[src/rtl/addx_result_buffer.sv]
// -----------------------------------------------------------------------------
// addx_result_buffer
//
// Result FIFO behind the ADDX saturating-add accelerator. Each accepted result is
// stored with its transaction ID and its saturation flag. Entries are then offered
// to writeback in the order they were pushed, using a valid/ready handshake.
// The block also counts how many saturated results have retired.
//
// Ports
//   clk_i            rising-edge clock
//   rst_i            synchronous active-high reset
//   flush_i          drops every queued entry; sat_events_o is kept
//   addx_valid_i     accelerator result valid
//   addx_ready_o     buffer has a free entry (depends on registered state only)
//   addx_result_i    XLEN-bit saturated result
//   addx_trans_id_i  transaction ID of the result
//   addx_sat_i       result was clamped
//   wb_valid_o       head entry valid toward writeback
//   wb_ready_i       writeback takes the head entry
//   wb_result_o      head entry result (0 when empty)
//   wb_trans_id_o    head entry transaction ID (0 when empty)
//   wb_sat_o         head entry saturation flag (0 when empty)
//   count_o          number of occupied entries
//   sat_events_o     retired saturated results; holds at all-ones, never wraps
// -----------------------------------------------------------------------------
module addx_result_buffer #(
  parameter int XLEN          = 64,
  parameter int TRANS_ID_BITS = 3,
  parameter int DEPTH         = 4
) (
  input  logic                       clk_i,
  input  logic                       rst_i,
  input  logic                       flush_i,
  input  logic                       addx_valid_i,
  output logic                       addx_ready_o,
  input  logic [XLEN-1:0]            addx_result_i,
  input  logic [TRANS_ID_BITS-1:0]   addx_trans_id_i,
  input  logic                       addx_sat_i,
  output logic                       wb_valid_o,
  input  logic                       wb_ready_i,
  output logic [XLEN-1:0]            wb_result_o,
  output logic [TRANS_ID_BITS-1:0]   wb_trans_id_o,
  output logic                       wb_sat_o,
  output logic [$clog2(DEPTH):0]     count_o,
  output logic [31:0]                sat_events_o
);

  localparam int PTR_W = $clog2(DEPTH);
  localparam int CNT_W = PTR_W + 1;
  localparam logic [CNT_W-1:0] DEPTH_C = CNT_W'(DEPTH);
  localparam logic [CNT_W-1:0] CNT_ONE = CNT_W'(1);
  localparam logic [PTR_W-1:0] PTR_ONE = PTR_W'(1);
  localparam logic [31:0]      SAT_MAX = 32'hFFFF_FFFF;

  // Storage
  logic [XLEN-1:0]          mem_result_r [DEPTH];
  logic [TRANS_ID_BITS-1:0] mem_id_r     [DEPTH];
  logic                     mem_sat_r    [DEPTH];

  // Control state
  logic [PTR_W-1:0] wr_ptr_r;
  logic [PTR_W-1:0] rd_ptr_r;
  logic [CNT_W-1:0] count_r;
  logic [31:0]      sat_events_r;
  // ready_r and valid_r always mirror (count_r != DEPTH) and (count_r != 0).
  // They are kept as flops so the handshake outputs come straight from registers.
  logic             ready_r;
  logic             valid_r;

  logic             push_s;
  logic             pop_s;
  logic [CNT_W-1:0] count_next_s;
  logic             sat_inc_s;
  logic [31:0]      sat_next_s;

  // Handshake qualification, next occupancy and next saturation-counter value
  always_comb begin
    push_s       = addx_valid_i & ready_r;
    pop_s        = valid_r & wb_ready_i;
    count_next_s = count_r;
    case ({push_s, pop_s})
      2'b10:   count_next_s = count_r + CNT_ONE;
      2'b01:   count_next_s = count_r - CNT_ONE;
      default: count_next_s = count_r;
    endcase
    // A pop that coincides with a flush is discarded, so it is not counted.
    sat_inc_s  = pop_s & mem_sat_r[rd_ptr_r] & ~flush_i;
    sat_next_s = sat_events_r;
    if (sat_inc_s && (sat_events_r != SAT_MAX)) begin
      sat_next_s = sat_events_r + 32'd1;
    end else begin
      sat_next_s = sat_events_r;
    end
  end

  // Pointers, occupancy, handshake flags and the saturation counter
  always_ff @(posedge clk_i) begin
    if (rst_i) begin
      wr_ptr_r     <= {PTR_W{1'b0}};
      rd_ptr_r     <= {PTR_W{1'b0}};
      count_r      <= {CNT_W{1'b0}};
      sat_events_r <= 32'd0;
      ready_r      <= 1'b1;
      valid_r      <= 1'b0;
    end else if (flush_i) begin
      wr_ptr_r     <= {PTR_W{1'b0}};
      rd_ptr_r     <= {PTR_W{1'b0}};
      count_r      <= {CNT_W{1'b0}};
      sat_events_r <= sat_next_s;
      ready_r      <= 1'b1;
      valid_r      <= 1'b0;
    end else begin
      // Because DEPTH is a power of two, natural pointer overflow gives the modulo wrap.
      wr_ptr_r     <= push_s ? (wr_ptr_r + PTR_ONE) : wr_ptr_r;
      rd_ptr_r     <= pop_s  ? (rd_ptr_r + PTR_ONE) : rd_ptr_r;
      count_r      <= count_next_s;
      sat_events_r <= sat_next_s;
      ready_r      <= (count_next_s != DEPTH_C);
      valid_r      <= (count_next_s != {CNT_W{1'b0}});
    end
  end

  // Entry storage write; the storage is a plain RAM and needs no reset
  always_ff @(posedge clk_i) begin
    if (push_s && !flush_i && !rst_i) begin
      mem_result_r[wr_ptr_r] <= addx_result_i;
      mem_id_r[wr_ptr_r]     <= addx_trans_id_i;
      mem_sat_r[wr_ptr_r]    <= addx_sat_i;
    end
  end

  // Head entry is read from registered storage. It is forced to zero while the buffer is empty.
  assign wb_result_o   = valid_r ? mem_result_r[rd_ptr_r] : {XLEN{1'b0}};
  assign wb_trans_id_o = valid_r ? mem_id_r[rd_ptr_r]     : {TRANS_ID_BITS{1'b0}};
  assign wb_sat_o      = valid_r ? mem_sat_r[rd_ptr_r]    : 1'b0;
  assign wb_valid_o    = valid_r;
  assign addx_ready_o  = ready_r;
  assign count_o       = count_r;
  assign sat_events_o  = sat_events_r;

endmodule

[config.mk]
export PLATFORM = sky130hd
export DESIGN_NAME = addx_result_buffer
export DESIGN_NICKNAME = d
export VERILOG_FILES = /design/src/rtl/addx_result_buffer.sv
export SDC_FILE = /design/constraint.sdc
export NUM_CORES = 1
export LEC_CHECK = 0
export BUFFER_PORTS_ARGS = -buffer_cell sky130_fd_sc_hd__clkbuf_2
export CORE_MARGIN = 2
export CORE_UTILIZATION = 51
export CTS_BUF_LIST = sky130_fd_sc_hd__clkbuf_16
export DETAILED_ROUTE_END_ITERATION = 12
export GPL_ROUTABILITY_DRIVEN = 0
export GPL_TIMING_DRIVEN = 0
export PLACE_DENSITY = 0.74
export SLEW_MARGIN = 25
export SYNTH_ARGS = -nofsm -noshare
export SYNTH_HDL_FRONTEND = slang
export SYNTH_SLANG_ARGS = --single-unit
[constraint.sdc]
create_clock -name clk_i -period 2.65 [get_ports clk_i]
set_input_delay 0.265 -clock clk_i [delete_from_list [all_inputs] [get_ports clk_i]]
set_output_delay 0.265 -clock clk_i [all_outputs]
set_load 0.02 [all_outputs]
==> results.md, run 1 <==
- Clock Sinks: 315
- Antenna violations before repair: 0
- Peak VDD IR: 511 uV
- Largest net degree at the start of global routing: 44
- Num ports: 178
- GRT overflow: 0
- Die W: 160 um
- PortBufs: 176
- Leak Pwr: 5.40 nW
- Sequential share of the synthesized area: 72.9%
- WL met2: 12.2 mm
- Synth cell types: 45
- Max_cap viols: 0
- Placed instance area: 0.0138 mm2
- # rows: 57
- Yosys warns: 0
- Finished layout cell area: 0.0154 mm2
- Fmax: 0.394 GHz
- Ys flop type: edfxtp_1
- Critical Path End Type: output port
- DR pass1 iterations: 5
- FF-to-FF path depth: 6
- PnR Total Power: 9.91 mW
- Worst EP arrival: 2.27 ns
- CTS tree: done
- Async S/R FF share, synth: 0%
- Antenna Nets Post-Route: 0
- N_diodes: 0
- Mapped Area: 0.0124 mm2
- Synth Area per Inst: 18.1 um2
- FF-to-FF Start: wb_valid_o
- Post-CTS Repair Setup Buffers: 0
- NumNets Final: 1043
- Dpl cells: 1188
- Final setup margin: 0.114 ns
- Worst reg2reg setup slack: 0.20 ns
- WL per Instance: 18.6 um
- Seq cells post-synth: 315
- Startpoint types: flip-flop
- Most common cell after layout, fill and taps aside: edfxtp_1
- Worst hold path type: primary input to flip-flop
- Number of global-route vias before repair: 7231
- Die Ht: 160 um
- Root Driver: clkbuf_16
- Bufs on Longest Clock Path: 3
- First-pass GRT wire length: 38.8 mm
- Setup Viol. Count Final: 0
- Multi-input gate area: 0.00323 mm2
- 1st-iter DRT viols: 379
- Crit Path Max Fanout: 10
- RSZ-0062 raised after global routing: true
- Total track usage: 19.1%
- Worst-Margin Slew: 0.582 ns
- Total Wirelength: 24.3 mm
- Die area: 0.0256 mm2
- Routed wl met3: 1.32 mm
- # fillers: 1764
- Fin. max-slew vios: 0
- Layout cells sized above 1: 32.5%
- CP required: 2.38 ns
- Layout Cells excl Fill: 1309
- Worst clock skew: 0.00769 ns
- Final hold viol count: 0
- Vias per cell: 5.40
- Crit Path Class: flip-flop to output port
- Leading cell types in the layout, fill and taps excluded: edfxtp_1, clkbuf_2, and2_1
- HPWL Detailed: 15.0 mm
- Post-synth EDFFs: 272
- P per Cell Area: 642 mW/mm2
- H-tree Lvls: 1
- Final core utilization: 64.0%
- Clk Latency, worst-skew pair: 0.55 ns
- Vias after detailed routing: 7067
- WL met1: 10.3 mm
- Mapped Cells: 684
- R2r endpoint: sat_events_o[14]
- Drt drc: 0
- Hold path start: flush_i
- Worst Hold Endpoint: count_o[0]
- Initial Util: 51.4%
- Core Region: 0.0241 mm2
- Minimum clock period: 2.54 ns
- Post-route clock period utilization: 95.7%
- Slew HR: 61.2%
- Post-Syn Nets: 764
- DP Worst Slack: -0.127 ns
- Register area: 0.00903 mm2
- CTS clk-pin slew, worst paths: 0.06 ns
- CTS Buf Count: 31
- Status: finished clean
- Hold path cells: 3
- Area Overhead vs Synth: 24.5%
- Uppermost layer routed: met4
## where the power goes
group / switching [mW] / internal (mW)
clock: 1.71 / 2.19
combinational: 0.302 / 0.254
sequential: 0.0179 / 5.43
## flip-flops by register name, indices dropped and copies added (netlist names), named ones only
register,cells
mem_sat_r,4
wb_valid_o,1
count_o,3
sat_events_o,32
mem_result_r,256
mem_id_r,12
addx_ready_o,1
wr_ptr_r,2
rd_ptr_r,2
## cells in the mapped netlist (7+ instances only)
master	n	share of area, %
edfxtp_1	272	66
and2_1	73	3.7
mux4_2	68	12
dfxtp_1	43	6.9
a21oi_1	23	0.93
nand2_1	23	0.70
clkbuf_1	20	0.61
nor2_1	20	0.61
or3_1	14	0.71
o21ai_0	13	0.53
nand3_1	10	0.40
and3_1	9	0.45
or4_1	9	0.55
xnor2_1	8	0.57
buf_1	7	0.21
o31ai_1	7	0.42
## per-layer routing
layer	up-vias	track usage (%)
li1	3273	-
met1	3543	26.7
met2	205	32.0
met3	46	3.06
met4	0	4.95
met5	-	0
## logic make-up after synthesis
logic type / after synthesis / synth area share [%]
compound gates: 55 / 2.72
xor+xnor: 10 / 0.707
fa+ha+maj: 7 / 0.768
buf+inv: 40 / 1.31
flops: 315 / 72.9
mux: 73 / 12.8
simple gates: 184 / 8.83
## how the worst max path moves through the flow
stage                               start             endpoint  slack, ns  depth (start not counted)
after detailed placement        flip-flop      wb_result_o[47]      -0.13                          6
after global placement              rst_i  mem_result_r[1][53]      -0.10                          3
after CTS                       flip-flop      wb_result_o[43]      -0.03                          6
final                           flip-flop      wb_result_o[62]       0.11                          6
after floorplan           sat_events_o[0]     sat_events_o[30]       0.23                          7
after global routing            flip-flop      wb_result_o[58]      -0.02                          6
## layout make-up
cell class                 count  area share [%]
buffer                        33            1.27
clock buffer                  31            5.03
clock inverter                24           0.803
inverter                       5           0.122
multi-input combinational    329            20.9
sequential                   315            58.5
tap                          324            2.63
timing repair buffer         248            10.7
## stage by stage
stage / setup TNS (ns) / hold WS [ns]
finish: 0 / 0.112
global route: -0.162 / 0.141
CTS: -0.164 / 0.0864
detailed placement: -2.94 / 0.487
global placement: -24.03 / 0.482
floorplan: 0 / 0.364
## worst max-delay path: stages, from the launching register on
cell	delay [ns]
dfxtp_1	0.30
buf_4	0.15
clkbuf_8	0.23
buf_8	0.18
mux4_2	0.51
and2_1	0.18
clkbuf_2	0.16
## what timing repair did
| item | CTS | global route |
|---|---|---|
| endpoints found under the hold margin | 272 | 0 |
| hold buffers | 68 | 0 |
| resized for setup | 17 | 15 |
| gates cloned | 0 | 0 |
| setup endpoints to repair | 67 | 66 |
(Power assumes the default switching activity.)
==> run 2: changes to the inputs <==
- ABC_AREA: unset -> 1
- CTS_BUF_LIST: sky130_fd_sc_hd__clkbuf_16 -> sky130_fd_sc_hd__clkbuf_4
- SLEW_MARGIN: 25 -> 10
==> run 2 against run 1 <==
  * Sequential share of layout area decreased by 4.3 points
  * Highest routed layer unchanged
  * Global-route usage increased by 5.6 points
  * Area after synthesis increased by 7.0%
  * Setup slack got worse by 0.030 ns
==> results.md, run 2 <==
- Worst reg2reg setup slack: 0.43 ns (+0.23 ns)
- Post-synth EDFFs: 272 (unchanged)
- Clock Sinks: 315 (unchanged)
- Initial Util: 52.3% (+0.93 points)
- Post-Syn Nets: 1364 (+79%)
- # rows: 58 (+1.8%)
- NumNets Final: 1707 (+64%)
- Bufs on Longest Clock Path: 3 (unchanged)
- Worst-Margin Slew: 0.757 ns (+0.175 ns)
- FF-to-FF Start: addx_ready_o
- Post-synth top area share: 61.6% (-4.3 points)
- Num ports: 178 (unchanged)
- Synth cell types: 27 (-40%)
- Synth Area per Inst: 10.3 um2 (-43%)
- Mapped Cells: 1284 (+88%)
- Die Ht: 165 um (+3.3%)
- Worst Setup EP: wb_result_o[22]
- CTS tree: done
- 1st-iter DRT viols: 926 (+140%)
- Number of global-route vias before repair: 10500 (+45%)
- Core Region: 0.0253 mm2 (+5.1%)
- Mapped Area: 0.0133 mm2 (+7.0%)
- Comb pwr share: 6.6% (+1.0 points)
- Ys flop type: edfxtp_1
- Layout cells sized above 1: 22.3% (-10 points)
- Worst EP arrival: 2.30 ns (+0.03 ns)
- Clk Latency, worst-skew pair: 0.70 ns (+0.15 ns)
- WL per Instance: 16.5 um (-11%)
- Root Driver: clkbuf_4
- Die area: 0.0273 mm2 (+6.8%)
- GRT overflow: 0 (unchanged)
- Slew HR: 49.4% (-12 points)
- R2r endpoint: mem_result_r[1][63]
- First-pass GRT wire length: 51.6 mm (+33%)
- Multiplexer area fraction after synthesis: 0% (-13 points)
- HPWL Detailed: 20.9 mm (+39%)
- CTS clk-pin slew, worst paths: 0.07 ns (about the same)
- Drt drc: 0 (unchanged)
- Largest family of logic cells by synthesized area: simple AND/OR/NAND/NOR gates
- CTS Buf Count: 80 (+160%)
- Peak VDD IR: 512 uV (+0.27%)
- Setup Viol. Count Final: 0 (unchanged)
- Post-Synth Simple-Gate Area: 17.7% (+8.9 points)
- Fin Setup TNS: 0 ns (unchanged)
- Vias per cell: 5.17 (-4.2%)
- H-tree Lvls: 3 (+2)
- Post-route clock period utilization: 96.8% (+1.1 points)
- Placed instance area: 0.0148 mm2 (+7.7%)
- DR pass1 iterations: 6 (+1)
- Total track usage: 24.7% (+5.6 points)
- Fmax: 0.390 GHz (-1.2%)
- Total Wirelength: 33.4 mm (+37%)
- Synth top area cells: edfxtp_1, nor2_1, dfxtp_1
- Seq pwr share: 54.4% (-0.6 points)
- Sequential share of the synthesized area: 68.1% (-4.7 points)
- P per Cell Area: 604 mW/mm2 (-6.0%)
- FF-to-FF path depth: 4 (-2)
- Antenna violations before repair: 1 (+1)
- Crit Path Class: flip-flop to output port
- Largest net degree at the start of global routing: 27 (-39%)
- Crit-path slowest cell: dfxtp_2
- Worst-path cell chain: buf_2, buf_2, nor2_1, nor2_1, o21ai_0, a21oi_2, clkbuf_2
- Post-synthesis compound-gate area fraction: 8.78% (+6.1 points)
- Worst clock skew: 0.0532 ns (+0.0455 ns)
- Top-count cell post-synth: nor2_1
- Worst path max stage delay: 0.39 ns (-0.12 ns)
- WP depth: 7 (+1)
- Synth Area in XOR/XNOR: 0.595% (-0.11 points)
- Final hold viol count: 0 (unchanged)
- CP top delay family: buffers and inverters
- Critical Path End Type: output port
- Internal power: 7.70 mW (-2.2%)
- Post-Synth Adder-Cell Area: 0.718% (-0.050 points)
- PortBufs: 177 (+0.57%)
- Clock share of power: 39.0% (-0.4 points)
- Crit path buffers/inverters: 3 (-1)
- Switch Pwr: 2.35 mW (+16%)
- Max_cap viols: 0 (unchanged)
- Antenna Nets Post-Route: 0 (unchanged)
- Vias after detailed routing: 10400 (+48%)
- Largest Register: mem_result_r
- Yosys warns: 0 (unchanged)
- Most common cell after layout, fill and taps aside: nor2_1
- Fin. max-slew vios: 0 (unchanged)
- Finished layout cell area: 0.0167 mm2 (+7.9%)
- Synth top cells by count: nor2_1, edfxtp_1, nand2_1, o21ai_0, a21oi_1
- Sw Ratio: 23.4% (+2.9 points)
- Async S/R FF share, synth: 0% (unchanged)
- Area leader, netlist: edfxtp_1
- Leak Pwr: 6.62 nW (+23%)
- CP required: 2.38 ns (about the same)
- Minimum clock period: 2.57 ns (+0.0295 ns)
- Worst hold path type: primary input to flip-flop
- Crit Path Max Fanout: 10 (unchanged)
- Area Overhead vs Synth: 25.7%
- Status: finished clean
- Die W: 165 um (+3.3%)
- Number of flip-flops in the largest register: 256 (unchanged)
- Seq cells post-synth: 315 (unchanged)
- Startpoint types: flip-flop
- Leading cell types in the layout, fill and taps excluded: nor2_1, edfxtp_1, clkbuf_2
-- run 2: cell types whose count changed in the layout (fill, tap and decap cells not counted), sizes merged, moves of 16 or more --
cell | previous run | this run
o21ai | 13 | 144
and2 | 73 | 1
nor2 | 20 | 384
nand3 | 10 | 26
mux4 | 68 | 0
nand2 | 23 | 182
clkbuf | 226 | 316
a21oi | 23 | 87
inv | 17 | 68
buf | 18 | 48
-- run 2: what timing repair did --
action                     in CTS  in global routing
pin swaps                       0                  4
buffers inserted                0                  1
cloned                          0                  1
hold endpoints to repair      278                  0
resized for setup              23                 28
hold buffers                   72                  0
setup endpoints to repair      67                 56
-- run 2: how the worst min path moves through the flow --
| stage | from | endpoint | slack (ns) | depth (start not counted) |
|---|---|---|---|---|
| detailed placement | rd_ptr_r[0] | rd_ptr_r[0] | 0.47 | 1 |
| CTS | addx_result_i[29] | mem_result_r[0][29] | 0.28 | 2 |
| finish | addx_result_i[40] | mem_result_r[3][40] | 0.32 | 2 |
| global route | addx_result_i[13] | mem_result_r[3][13] | 0.31 | 2 |
| global placement | rd_ptr_r[0] | rd_ptr_r[0] | 0.46 | 1 |
| floorplan | rst_i | sat_events_o[0] | 0.33 | 1 |
-- run 2: final cells by class --
type                            instances  area, um2
Sequential cell                       315       9030
Fill cell                            1975       8680
Multi-Input combinational cell        842       3730
Timing Repair Buffer                  262       1880
Clock buffer                          115        863
Tap cell                              330        413
Buffer                                 59        352
Inverter                               67        254
Clock inverter                         28        124
Antenna cell                            1       2.50
-- run 2: logic make-up (layout without fill, tap and decap cells) --
group                      after synthesis  in the layout
AOI/OAI and AO/OA                      232            232
xor gates and xnor gates                 9              9
adders and majority gates                7              7
buffers and inverters                  127            531
DFF                                    315            315
other                                    0              1
and+or+nand+nor                        594            594
-- run 2: worst register-to-register path, delay by kind of cell (launching register included) --
kind | cells | cell delay, ns
DFF | 1 | 0.34
and+or+nand+nor | 2 | 1.03
buffers and inverters | 2 | 0.53
-- run 2: per-stage QoR --
step                hold WS [ns]  instances  worst slack [ns]  utilization (%)  power (mW)
CTS                        0.276       2016           -0.0338             65.5        10.1
detailed placement         0.471       1802            0.0524             58.6        6.14
finish                     0.325       2019            0.0849             65.7        10.1
global placement           0.456       1791             -1.89             57.5        6.11
global route               0.307       2019           -0.0301             65.7        10.4
floorplan                  0.334       1284            -0.250                -        5.87
-- run 2: power groups by stage --
stage / combinational [mW] / sequential [mW] / clock [mW]
2_1_floorplan: 0.277 / 5.60 / 0
3_3_place_gp: 0.525 / 5.58 / 0
3_5_place_dp: 0.557 / 5.58 / 0
4_1_cts: 0.650 / 5.47 / 3.97
5_1_grt: 0.721 / 5.48 / 4.20
6_report: 0.662 / 5.47 / 3.92
-- run 2: per-layer routing --
metal	vias to the layer above	wire length, um	share of wire [%]	global-route usage (%)
li1	5063	-	-	-
met1	4895	13400	40	30.1
met2	400	16700	50	42.2
met3	80	2200	6.6	5.17
met4	0	1110	3.3	11.7
met5	-	0	0	0
==> run 3: changes to the inputs <==
- ABC_AREA: 1 -> unset
==> run 3 against run 2 <==
  * Clock skew is 0.0011 ns lower
  * Final cell count is 31% lower
  * Core utilization is 1.0 points lower
  * Clock power is 2% lower
  * Wire length is 26% lower
  * First-iteration DRC count is 58% lower
  * Critical endpoint is now wb_result_o[43]
  * Highest routed layer unchanged
==> results.md, run 3 (synthesis results as in run 1) <==
- First-pass GRT wire length: 39.1 mm (-24%)
- Crit Path Max Fanout: 10 (unchanged)
- Worst Hold Endpoint: sat_events_o[3]
- 1st-iter DRT viols: 385 (-58%)
- Hold path start: rst_i
- Antenna Nets Post-Route: 0 (unchanged)
- Critical Path End Type: output port
- Worst reg2reg setup slack: 0.22 ns (-0.21 ns)
- RSZ-0062 raised after global routing: true
- Clk Latency, worst-skew pair: 0.67 ns (-0.03 ns)
- PnR Total Power: 9.86 mW (-1.9%)
- Vias per cell: 5.26 (+1.7%)
- Drt drc: 0 (unchanged)
- Final hold viol count: 0 (unchanged)
- Die area: 0.0256 mm2 (-6.4%)
- # fillers: 1781 (-9.8%)
- Layout cells sized above 1: 38.6% (+16 points)
- H-tree Lvls: 3 (unchanged)
- Root Driver: clkbuf_4
- NumNets Final: 1098 (-36%)
- Fin. max-slew vios: 0 (unchanged)
- Num ports: 178 (unchanged)
- Bufs on Longest Clock Path: 3 (unchanged)
- CTS tree: done
- Number of global-route vias before repair: 7589 (-27%)
- GR Util met2: 31.4% (-11 points)
- FF-to-FF path depth: 8 (+4)
- # rows: 57 (-1.7%)
- Peak VDD IR: 421 uV (-18%)
- Vias after detailed routing: 7348 (-30%)
- PortBufs: 176 (-0.56%)
- HPWL Detailed: 15.0 mm (-28%)
- Largest net degree at the start of global routing: 44 (+63%)
- Met1 usage: 26.2% (-3.9 points)
- CTS Buf Count: 79 (-1.3%)
- WL per Instance: 17.6 um (+6.2%)
- CP required: 2.38 ns (about the same)
- DR pass1 iterations: 5 (-1)
- Die Ht: 160 um (-3.2%)
- Leak Pwr: 5.55 nW (-16%)
- Most common cell after layout, fill and taps aside: edfxtp_1
- Worst-Margin Slew: 0.581 ns (-0.176 ns)
- GRT overflow: 0 (unchanged)
- Setup Viol. Count Final: 0 (unchanged)
- Worst EP arrival: 2.25 ns (-0.05 ns)
- Die W: 160 um (-3.2%)
- Area Overhead vs Synth: 26.0%
- Initial Util: 51.4% (-0.93 points)
- Final core utilization: 64.7% (-1.0 points)
- Leading cell types in the layout, fill and taps excluded: edfxtp_1, clkbuf_2, clkbuf_4
- Antenna violations before repair: 1 (unchanged)
- Post-route clock period utilization: 94.8% (-2.0 points)
- Clock Sinks: 315 (unchanged)
- Total track usage: 19.6% (-5.1 points)
- Fmax: 0.398 GHz (+2.1%)
- Worst hold path type: primary input to flip-flop
- Slew HR: 61.2% (+12 points)
- Finished layout cell area: 0.0156 mm2 (-6.3%)
- Placed instance area: 0.0138 mm2 (-7.1%)
- P per Cell Area: 632 mW/mm2 (+4.7%)
- Minimum clock period: 2.51 ns (-0.0537 ns)
- Startpoint types: flip-flop
- Dpl cells: 1188 (-34%)
- Total Wirelength: 24.6 mm (-26%)
- Number of flip-flops in the largest register: 256 (unchanged)
- Most used routing layer: met2
- Max_cap viols: 0 (unchanged)
- Hold path cells: 4 (+2)
- Largest Register: mem_result_r
- R2r endpoint: sat_events_o[1]
- Core Region: 0.0241 mm2 (-4.8%)
- CTS clk-pin slew, worst paths: 0.06 ns (about the same)
- Met3 usage: 4.55% (-0.62 points)
- Crit Path Class: flip-flop to output port
- Worst clock skew: 0.0521 ns (-0.00106 ns)
- Layout Cells excl Fill: 1397 (-31%)
- Status: finished clean
- Fin Setup TNS: 0 ns (unchanged)
==> run 3: changes by cell type in the layout (fill, tap and decap cells not counted), moves of 8 or more <==
cell,delta
or3_1,+14
and2_1,+72
nor2_1,-353
a21oi_1,-61
or4_1,+9
nand2_1,-155
nand3_1,-14
mux4_2,+68
nor2_4,-8
o21ai_0,-131
inv_1,-58
buf_6,-9
buf_2,-8
==> run 3: cell type report <==
type / count / area, um2 / area share, %
sequential: 315 / 9030 / 57.9
multi-input combinational: 329 / 3220 / 20.6
timing repair buffer: 255 / 1720 / 11.0
clock buffer: 109 / 818 / 5.24
tap: 324 / 405 / 2.60
buffer: 33 / 244 / 1.56
clock inverter: 26 / 145 / 0.930
inverter: 5 / 18.8 / 0.120
antenna: 1 / 2.50 / 0.0160
==> run 3: repair_timing <==
action	in CTS	in global routing
setup endpoints to repair	67	56
hold endpoints to repair	273	0
cloned	0	1
resized for setup	38	10
hold buffers	69	0
buffers inserted	0	5
==> run 3: worst max-delay path, cell delays in order, from the launching register on <==
cell	delay (ns)
dfxtp_2	0.32
buf_6	0.12
clkbuf_16	0.17
buf_12	0.15
mux4_2	0.52
and2_1	0.17
clkbuf_2	0.15
==> run 3: where the power goes <==
group | switching [mW] | internal [mW] | leakage [nW]
Clock | 1.84 | 2.01 | 0.570
Combinational | 0.305 | 0.263 | 2.17
Sequential | 0.0180 | 5.43 | 2.81
==> run 3: worst max-delay path by stage <==
stage / startpoint / slack (ns) / cells after the start / end
6_report: flip-flop / 0.14 / 6 / wb_result_o[43]
5_1_grt: flip-flop / -0.01 / 6 / wb_result_o[51]
4_1_cts: flip-flop / 0.01 / 6 / wb_result_o[43]
3_5_place_dp: flip-flop / -0.13 / 6 / wb_result_o[47]
3_3_place_gp: rst_i / -0.10 / 3 / mem_result_r[1][53]
2_1_floorplan: sat_events_o[0] / 0.23 / 7 / sat_events_o[30]
==> run 3: layer usage <==
metal  vias to the layer above  routed length, um
li1                       3434                  -
met4                         0                544
met3                        50               1360
met5                         -                  0
met2                       217              12000
met1                      3647              10700
==> run 3: metrics by stage <==
| step | setup WS [ns] | hold slack (ns) |
|---|---|---|
| 3_5_place_dp | -0.127 | 0.487 |
| 4_1_cts | 0.0119 | 0.0592 |
| 2_1_floorplan | 0.227 | 0.364 |
| 3_3_place_gp | -0.100 | 0.482 |
| 5_1_grt | -0.0110 | 0.132 |
| 6_report | 0.139 | 0.130 |
